==> config.mk <==
export PLATFORM = sky130hd
export DESIGN_NAME = hex_counter_seg7
export DESIGN_NICKNAME = d
export VERILOG_FILES = /design/src/rtl/hex_counter_seg7_pkg.sv /design/src/rtl/seg7_hex_decoder.sv /design/src/rtl/hex_counter_seg7.sv
export SDC_FILE = /design/constraint.sdc
export NUM_CORES = 1
export LEC_CHECK = 0
export CORE_MARGIN = 2
export CORE_UTILIZATION = 48
export DETAILED_ROUTE_END_ITERATION = 10
export PLACE_DENSITY_LB_ADDON = 0.3
export SLEW_MARGIN = 20
export SYNTH_ARGS = -nofsm -noshare
export SYNTH_HDL_FRONTEND = slang
export SYNTH_SLANG_ARGS = --single-unit
==> constraint.sdc <==
create_clock -name clk -period 2 [get_ports clk]
set_input_delay 0.2 -clock clk [delete_from_list [all_inputs] [get_ports clk]]
set_output_delay 0.2 -clock clk [all_outputs]
set_load 0.005 [all_outputs]
==> src/rtl/hex_counter_seg7_pkg.sv <==
// hex_counter_seg7_pkg: shared constants for the hex counter / 7-segment block.
//   SEG_TABLE         16-entry active-low segment patterns {a,b,c,d,e,f,g}, indexed by count
//   SEG_BLANK         all segments dark in active-low form
//   DEFAULT_DIV_COUNT default prescaler period in clock cycles
package hex_counter_seg7_pkg;

  localparam int unsigned DEFAULT_DIV_COUNT = 10;

  localparam logic [6:0] SEG_BLANK = 7'b1111111;

  // Bit 6 = a ... bit 0 = g; 0 lights a segment (common anode).
  localparam logic [6:0] SEG_TABLE [16] = '{
    7'b0000001,  // 0
    7'b1001111,  // 1
    7'b0010010,  // 2
    7'b0000110,  // 3
    7'b1001100,  // 4
    7'b0100100,  // 5
    7'b0100000,  // 6
    7'b0001111,  // 7
    7'b0000000,  // 8
    7'b0000100,  // 9
    7'b0001000,  // A
    7'b1100000,  // b
    7'b0110001,  // C
    7'b1000010,  // d
    7'b0110000,  // E
    7'b0111000   // F
  };

endpackage

==> src/rtl/seg7_hex_decoder.sv <==
// seg7_hex_decoder: combinational 4-bit hex to 7-segment decode.
//   value  in   4  hex digit to display
//   seg    out  7  segments {a,b,c,d,e,f,g}
// Build option: SEG7_ACTIVE_HIGH_EN selects common-cathode (active-high) segment polarity;
// undefined gives the common-anode (active-low) patterns.
module seg7_hex_decoder
  import hex_counter_seg7_pkg::*;
(
  input  logic [3:0] value,
  output logic [6:0] seg
);

  always_comb begin
`ifdef SEG7_ACTIVE_HIGH_EN
    // XOR with the all-dark pattern inverts every segment.
    seg = SEG_TABLE[value] ^ SEG_BLANK;
`else
    seg = SEG_TABLE[value];
`endif
  end

endmodule

==> src/rtl/hex_counter_seg7.sv <==
// hex_counter_seg7: 4-bit up/down hex counter stepped by an internal prescaler tick,
// driving a 7-segment display.
//   clk     in   1  system clock, rising edge
//   rst     in   1  asynchronous active-low reset
//   enable  in   1  1 = count on tick, 0 = hold
//   upDown  in   1  1 = count up, 0 = count down
//   count   out  4  registered counter value
//   seg7    out  7  segments {a,b,c,d,e,f,g}, decoded combinationally from count
// Build option: SEG7_ACTIVE_HIGH_EN inverts seg7 polarity (handled in seg7_hex_decoder).
module hex_counter_seg7
  import hex_counter_seg7_pkg::*;
#(
  parameter int unsigned DIV_COUNT = DEFAULT_DIV_COUNT
) (
  input  logic       clk,
  input  logic       rst,
  input  logic       enable,
  input  logic       upDown,
  output logic [3:0] count,
  output logic [6:0] seg7
);

  // Derived width; guarded so an illegal DIV_COUNT < 2 still elaborates.
  localparam int unsigned PRE_W = (DIV_COUNT > 1) ? $clog2(DIV_COUNT) : 1;
  localparam logic [PRE_W-1:0] PRE_LAST = PRE_W'(DIV_COUNT - 1);

  logic [PRE_W-1:0] pre_q, pre_d;
  logic [3:0]       count_q, count_d;
  logic             tick;

  always_comb begin
    tick  = (pre_q == PRE_LAST);
    pre_d = tick ? '0 : pre_q + PRE_W'(1);
  end

  // enable/upDown only matter on the tick cycle.
  always_comb begin
    count_d = count_q;
    if (tick && enable) begin
      count_d = upDown ? count_q + 4'd1 : count_q - 4'd1;
    end
  end

  always_ff @(posedge clk or negedge rst) begin
    if (!rst) begin
      pre_q   <= '0;
      count_q <= 4'h0;
    end else begin
      pre_q   <= pre_d;
      count_q <= count_d;
    end
  end

  assign count = count_q;

  seg7_hex_decoder u_decoder (
    .value (count_q),
    .seg   (seg7)
  );

endmodule

* Word-level counts from Yosys, hierarchy flattened
Memory sizes are Yosys's and may differ from the RTL's.
Index checks and enable logic that the tools add are counted.
** Operators by class
- Equality and inequality tests :: 1
- Magnitude comparators :: 1
- Bitwise operators :: 1
- Add/subtract/negate cells :: 3
- Muxes and demuxes :: 4
- Reductions and logical operators :: 1
** Operator list (number)
- two-way mux 7 bit :: 2
- adder 4 x 1 -> 4 bit (second input constant) :: 2
- two-way mux 4 bit :: 2
- >= comparator 5 bit (second input constant) :: 1
- NOT 4 -> 5 bit :: 1
- == test 4 bit (second input constant) :: 1
- subtractor 4 x 1 -> 4 bit (second input constant) :: 1
- logical AND 1 bit :: 1
** Word-level totals
- Logic and storage cells :: 14
- Output and inout bits :: 11
- Register bits :: 8
- Memories :: 1
- Bits in read-only memories :: 112
- Input bits :: 4
** Memories
- (no name shown) :: depth 16, width 7, read ports 1, clocked after memory_dff 0, write ports 0, line seg7_hex_decoder.sv:18 : seg = SEG_TABLE[value];

* Logic depth before layout (Yosys ltp)
Gate-level depths: netlist (run 1).
- Word-level depth :: 4
- Gate-level depth with buffers :: 6
- Depth with buffers taken out :: 6

* By module
A second synthesis (run 1) with hierarchy kept.
** Unflattened totals
- Cell total of the unflattened synthesis :: 69
- Area, all modules :: 688.2 sq um
** Modules (own cells, without submodules)
- hex_counter_seg7 :: seq. area each 200.2 sq um, instances 1, area each 419.2 sq um, cells an instance 36
- seg7_hex_decoder :: seq. area each 0.0 sq um, instances 1, area each 269.0 sq um, cells an instance 33

* Worst setup path before layout (run 1)
OpenSTA, ideal clock, no wires.
- Kind :: register to output
- Start point :: register count_q[0], in the netlist count[0]
- End point :: output port seg7[3]
- Arrival :: 1433 ps
- Setup slack :: 367 ps
- Path buffers :: 0
- Data required time :: 1800 ps
- Stages on the path, launching flop included :: 5
- Cell sequence :: dfrtp_1 -> inv_1 -> ha_1 -> inv_1 -> mux4_2
** Between the ends
- Longest elaborated chain between the ends :: 4
** RTL lines
- from (decl) :: line hex_counter_seg7.sv:28 : logic [3:0] count_q, count_d;
- from (signal assigned) :: line hex_counter_seg7.sv:50 : count_q <= count_d;
- NOT 4 -> 5 bit (not written as such) :: line seg7_hex_decoder.sv:18
- memory read (16 x 7 bit)
- two-way mux 7 bit (not written as such) (2 in a row) :: line seg7_hex_decoder.sv:18
- to (decl) :: line hex_counter_seg7.sv:20 : output logic [6:0] seg7
Every way passes these cells. The select of a mux whose other input is x is not followed.

* Worst setup path after layout (run 1)
- Start point :: register count_q[1], in the netlist count[1]
- End point :: output port seg7[1]
Same word-level chain as after synthesis.

==> results of run 1 <==
==> cell type report <==
class                      instances  share of cell area [%]
clock buffer                       3                    2.49
inverter                           7                    2.90
multi-input combinational         53                    49.1
sequential                         8                    22.4
tap                               15                    2.07
timing repair buffer              20                    21.0
==> flip-flops by register name (all words and copies together), names as in the netlist <==
register  cells
pre_q         4
count         4
==> stage by stage <==
stage / setup TNS, ns / utilization (%) / hold slack [ns] / total power, uW / instance area, um^2
3_3_place_gp: 0 / 64.3 / 0.498 / 803 / 847
4_1_cts: 0 / 67.1 / 0.219 / 944 / 885
6_report: 0 / 68.7 / 0.216 / 960 / 905
2_1_floorplan: 0 / - / -0.0956 / 553 / 682
3_5_place_dp: 0 / 64.3 / 0.500 / 819 / 847
5_1_grt: -0.000115 / 68.7 / 0.233 / 1040 / 905
==> critical path, delay by kind of cell (launching register included) <==
family,cells,cell delay (ns)
multiplexers,1,0.08
adder cells (fa/ha/maj),1,0.21
AO/OA/AOI/OAI,1,0.15
buffers and inverters,2,0.63
flip-flops,1,0.41
==> Yosys cell counts <==
cell type / instances
and2_1: 1
a21o_2: 1
xnor2_1: 4
nand2b_4: 1
mux2i_1: 3
buf_2: 1
fa_1: 1
buf_6: 1
mux2_2: 1
dfrtp_1: 8
nand2b_1: 1
a32o_1: 1
o22ai_1: 1
nor2_1: 4
nor3_4: 1
nand3_1: 2
o21ai_2: 1
a21oi_1: 4
o211ai_1: 1
ha_1: 9
nand2_1: 6
inv_1: 7
a22o_1: 2
and3_1: 1
nand3b_1: 1
mux4_2: 1
o21ai_0: 5
==> worst paths after layout <==
path	to	slack [ns]	cells past startpoint
setup / recovery	seg7[1]	0.07	5
hold / removal	pre_q[0]	0.22	1
setup reg to reg	count[3]	0.45	5
hold reg to reg	pre_q[0]	0.54	1
max in group asynchronous	count[2]	1.50	1
min in group clk	pre_q[0]	0.54	1
==> where the power goes <==
group	switching, uW	leakage [uW]	total (uW)	internal, uW
Combinational	233	0.000310	594	362
Sequential	53.9	0.0000914	244	190
Clock	53.1	0.0000138	122	68.5
==> metal layers <==
layer / part of all wire, % / wire, um / track usage (%) / up-vias
met5: 0 / 0 / 0 / -
met4: 1.4 / 18 / 5.81 / 0
met3: 4.8 / 63 / 7.83 / 5
met2: 46 / 604 / 24.7 / 11
met1: 48 / 622 / 22.8 / 260
li1: - / - / - / 284
==> cells by family after synthesis <==
group,share of synthesized area [%]
flip-flops,29.4
adder cells (fa/ha/maj),19.4
AO/OA/AOI/OAI,15.2
AND/OR/NAND/NOR,15.2
buffers and inverters,6.24
multiplexers,9.36
XOR/XNOR,5.14
==> timing repair <==
item,CTS,global route
gates resized for setup,9,3
hold buffers,0,0
setup buffers,1,2
setup endpoints to repair,6,4
==> cell usage in the layout, fill, tap and decap left out, drive strengths merged, types with 2 or more instances in the layout <==
cell type,netlist,layout
clkbuf,0,3
mux2i,3,3
buf,2,6
a21oi,4,4
nor2,4,4
nand3,2,2
nand2b,2,2
ha,9,9
dfrtp,8,8
a22o,2,2
clkdlybuf4s50,0,11
nand2,6,6
o21ai,6,6
xnor2,4,4
dlygate4sd2,0,2
inv,7,7
==> impl_metrics.tcl, run 1 <==
set metrics [dict create \
    synthTopCellsByArea "dfrtp_1, ha_1, xnor2_1" \
    worstPathMaxFanout 5 \
    cpPeakStageDelay_ns 0.51 \
    drt-total-wl_um 1310 \
    port_buffers 14 \
    instances_no_fill 106 \
    tightestPinTransition_ns 0.352 \
    final_max_slew_viol_count 0 \
    die_area_um2 1740 \
    clock-root-buffer "clkbuf_4" \
    vias 560 \
    drive_above_1_share_pct 23.1 \
    maxCapViolCount 0 \
    post-place-ws_ns 0.0853 \
    ant_nets 0 \
    crit_type "reg -> out" \
    p_per_area_nw_per_um2 1060 \
    fmax_ghz 0.518 \
    syn_nets 84 \
    clock_sinks 8 \
    synth_area_leader_cell "dfrtp_1" \
    first_pass_iters 3 \
    finalHoldViolCount 0 \
    syn_avg_cell_area_um2 9.74 \
    grt.overflow.total 0 \
    cts_tree "built" \
    clk_pin_slew_ns 0.05 \
    finalCritPeriodShare_pct 96.5 \
    cpMaxStageDelayCell "clkdlybuf4s50_1" \
    synthToLayoutAreaGrowth_pct 32.7 \
    synth_cell_types 27 \
    slew_headroom_pct 76.4 \
    setup_slack_ns 0.0695 \
    clockBufferDepth 2 \
    status "completed" \
    antenna_found_initial 0 \
    place.gp.congestion 0.757 \
    initial_utilization_pct 51.8 \
    post-route-drc-count 0 \
    dpl.hpwl_um 1030 \
    multi_input_area_um2 444 \
    grt_pass1_wl_um 2170 \
    timing.rr.start "count[2]" \
    endpoint_kind "primary output" \
    vias_per_cell 5.28 \
    final.fill_count 111 \
    hp-class "in -> async" \
    synth-seq-area-share_pct 29.4 \
    cts-buffers-inserted 3 \
    chipWidth_um 41.7 \
    critPathRequiredTime_ns 1.80 \
    wl_per_cell_um 12.3 \
    synth_top_area_share_pct 29.4 \
    row_count 13 \
    synth_warnings 0 \
    ir_drop_mv 0.533 \
    h-tree-depth 1 \
    min_period_ns 1.93 \
    coreArea_um2 1320 \
    ioPinCount 15 \
    crit_start "count[1]" \
    synthCells 70 \
    grt_pass1_vias 494 \
    worst_ep_arrival_time_ns 1.73 \
    p_leak_uw 0.000415 \
    die_h_um 41.7 \
    setup_viol 0 \
    insertion_delay_ns 0.26 \
    antenna_cells 0 \
    finClkSkew_ns 0.00530 \
    path_cells "inv_2, ha_2, mux2i_1, a21oi_1, clkdlybuf4s50_1" \
    grt_max_degree 15 \
    yosys_register_bits 8 \
    placedCellCount 100 \
    syn-cell-area_um2 682 \
    startpoint_type "flop" \
    drtIter0Drc 7 \
    grt_usage_pct 17.1 \
    final_nets 107 \
    regArea_um2 203 \
]
Power figures use the tool's default switching activity.
==> run 2, diff against run 1 <==
CTS_CLUSTER_SIZE = 16   (was unset)
==> results of run 2 <==
No change in the layout: final DEF, timing and power equal those of run 1.
==> run 3, diff against run 2 <==
REMOVE_ABC_BUFFERS = 1   (was unset)
==> impl_metrics.tcl, run 3 (synthesis results as in run 1) <==
set metrics [dict create \
    fin_tns_setup_ns -0.00810 \
    clockBufferDepth 2 \
    clk_pin_slew_ns 0.05 \
    wl_per_cell_um 13.3 \
    setup_viol 1 \
    final_common_cell "clkdlybuf4s50_1" \
    grt_max_degree 15 \
    grt.overflow.total 0 \
    endpoint_kind "primary output" \
    drtIter0Drc 6 \
    ant_nets 0 \
    finClkSkew_ns 0.00165 \
    vias_per_cell 5.33 \
    h-tree-depth 1 \
    antenna_found_initial 0 \
    grt_usage_pct 16.5 \
    tightestPinTransition_ns 0.370 \
    drt-total-wl_um 1450 \
    fmax_ghz 0.498 \
    die_h_um 41.7 \
    instances_no_fill 109 \
    clock-root-buffer "clkbuf_4" \
    rsz0062_at_grt "yes" \
    first_pass_iters 4 \
    place.gp.congestion 0.775 \
    finalCritPeriodShare_pct 100 \
    ioPinCount 15 \
    initial_utilization_pct 51.8 \
    worst_ep_arrival_time_ns 1.81 \
    placedCellCount 100 \
    p_per_area_nw_per_um2 1060 \
    finalHoldViolCount 0 \
    synthToLayoutAreaGrowth_pct 38.9 \
    hp-class "in -> async" \
    critPathRequiredTime_ns 1.80 \
    ir_drop_mv 0.563 \
    startpoint_type "flop" \
    row_count 13 \
    place_area_um2 847 \
    mostFrequentLayoutCells "clkdlybuf4s50_1, ha_1, buf_4" \
    violations "negative setup slack" \
    coreArea_um2 1320 \
    final_nets 110 \
    drive_above_1_share_pct 25.5 \
    final_max_slew_viol_count 0 \
    dpl.hpwl_um 1030 \
    p_total_uw 1010 \
    grt_pass1_vias 483 \
    p_leak_uw 0.000465 \
    cts_tree "built" \
    clock_sinks 8 \
    port_buffers 14 \
    crit_type "reg -> out" \
    grt_pass1_wl_um 2170 \
    holdWs_ns 0.231 \
    cts-buffers-inserted 3 \
    antenna_cells 0 \
    worstPathMaxFanout 6 \
    die_area_um2 1740 \
    insertion_delay_ns 0.25 \
    chipWidth_um 41.7 \
    slew_headroom_pct 75.3 \
    maxCapViolCount 0 \
    setup_slack_ns -0.00810 \
    status "finished with violations" \
    min_period_ns 2.01 \
    hold_buffers 0 \
    post-route-drc-count 0 \
    vias 581 \
    stdcell_area_um2 947 \
]
[run 3: power breakdown]
| part | switching, uW | internal [uW] |
|---|---|---|
| sequential | 51.1 | 190 |
| combinational | 254 | 391 |
| clock | 52.6 | 68.5 |
[run 3: worst paths after layout]
kind	start	endpoint	slack, ns	cells past startpoint
max reg2reg	count[2]	count[3]	0.46	5
min in group clk	pre_q[2]	pre_q[2]	0.54	1
max	count[1]	seg7[5]	-0.008	6
min	rst	pre_q[3]	0.23	1
min reg2reg	pre_q[2]	pre_q[2]	0.54	1
max in group asynchronous	rst	count[2]	1.48	1
[run 3: final cells by class]
type | instances | area (um^2)
inverter | 7 | 26.3
fill | 95 | 370
multi-input combinational | 53 | 454
sequential | 8 | 203
tap | 15 | 18.8
timing repair buffer | 23 | 223
clock buffer | 3 | 22.5
[run 3: metrics by stage]
stage | util (%) | worst slack [ns]
after floorplan | - | 0.367
after global placement | 64.3 | 0.129
after detailed placement | 64.3 | 0.0841
after CTS | 67.4 | -0.0612
after global routing | 71.9 | -0.116
final | 71.9 | -0.00810
[run 3: critical path, stage by stage (launching register included)]
cell             delay (ns)
dfrtp_1                0.38
inv_2                  0.09
ha_1                   0.27
inv_1                  0.04
mux2i_1                0.14
a32o_1                 0.14
clkdlybuf4s50_1        0.50
[run 3: repair_timing]
item | 4_1_cts | 5_1_grt
buffers inserted | 0 | 6
setup endpoints to repair | 6 | 6
gates resized for setup | 7 | 8
[run 3: per-layer routing]
layer | global-route usage, % | vias up | share of wire, %
li1 | - | 294 | -
met2 | 25.0 | 12 | 52
met3 | 4.78 | 4 | 3.9
met4 | 7.74 | 0 | 1.4
met5 | 0 | - | 0
met1 | 21.4 | 271 | 43
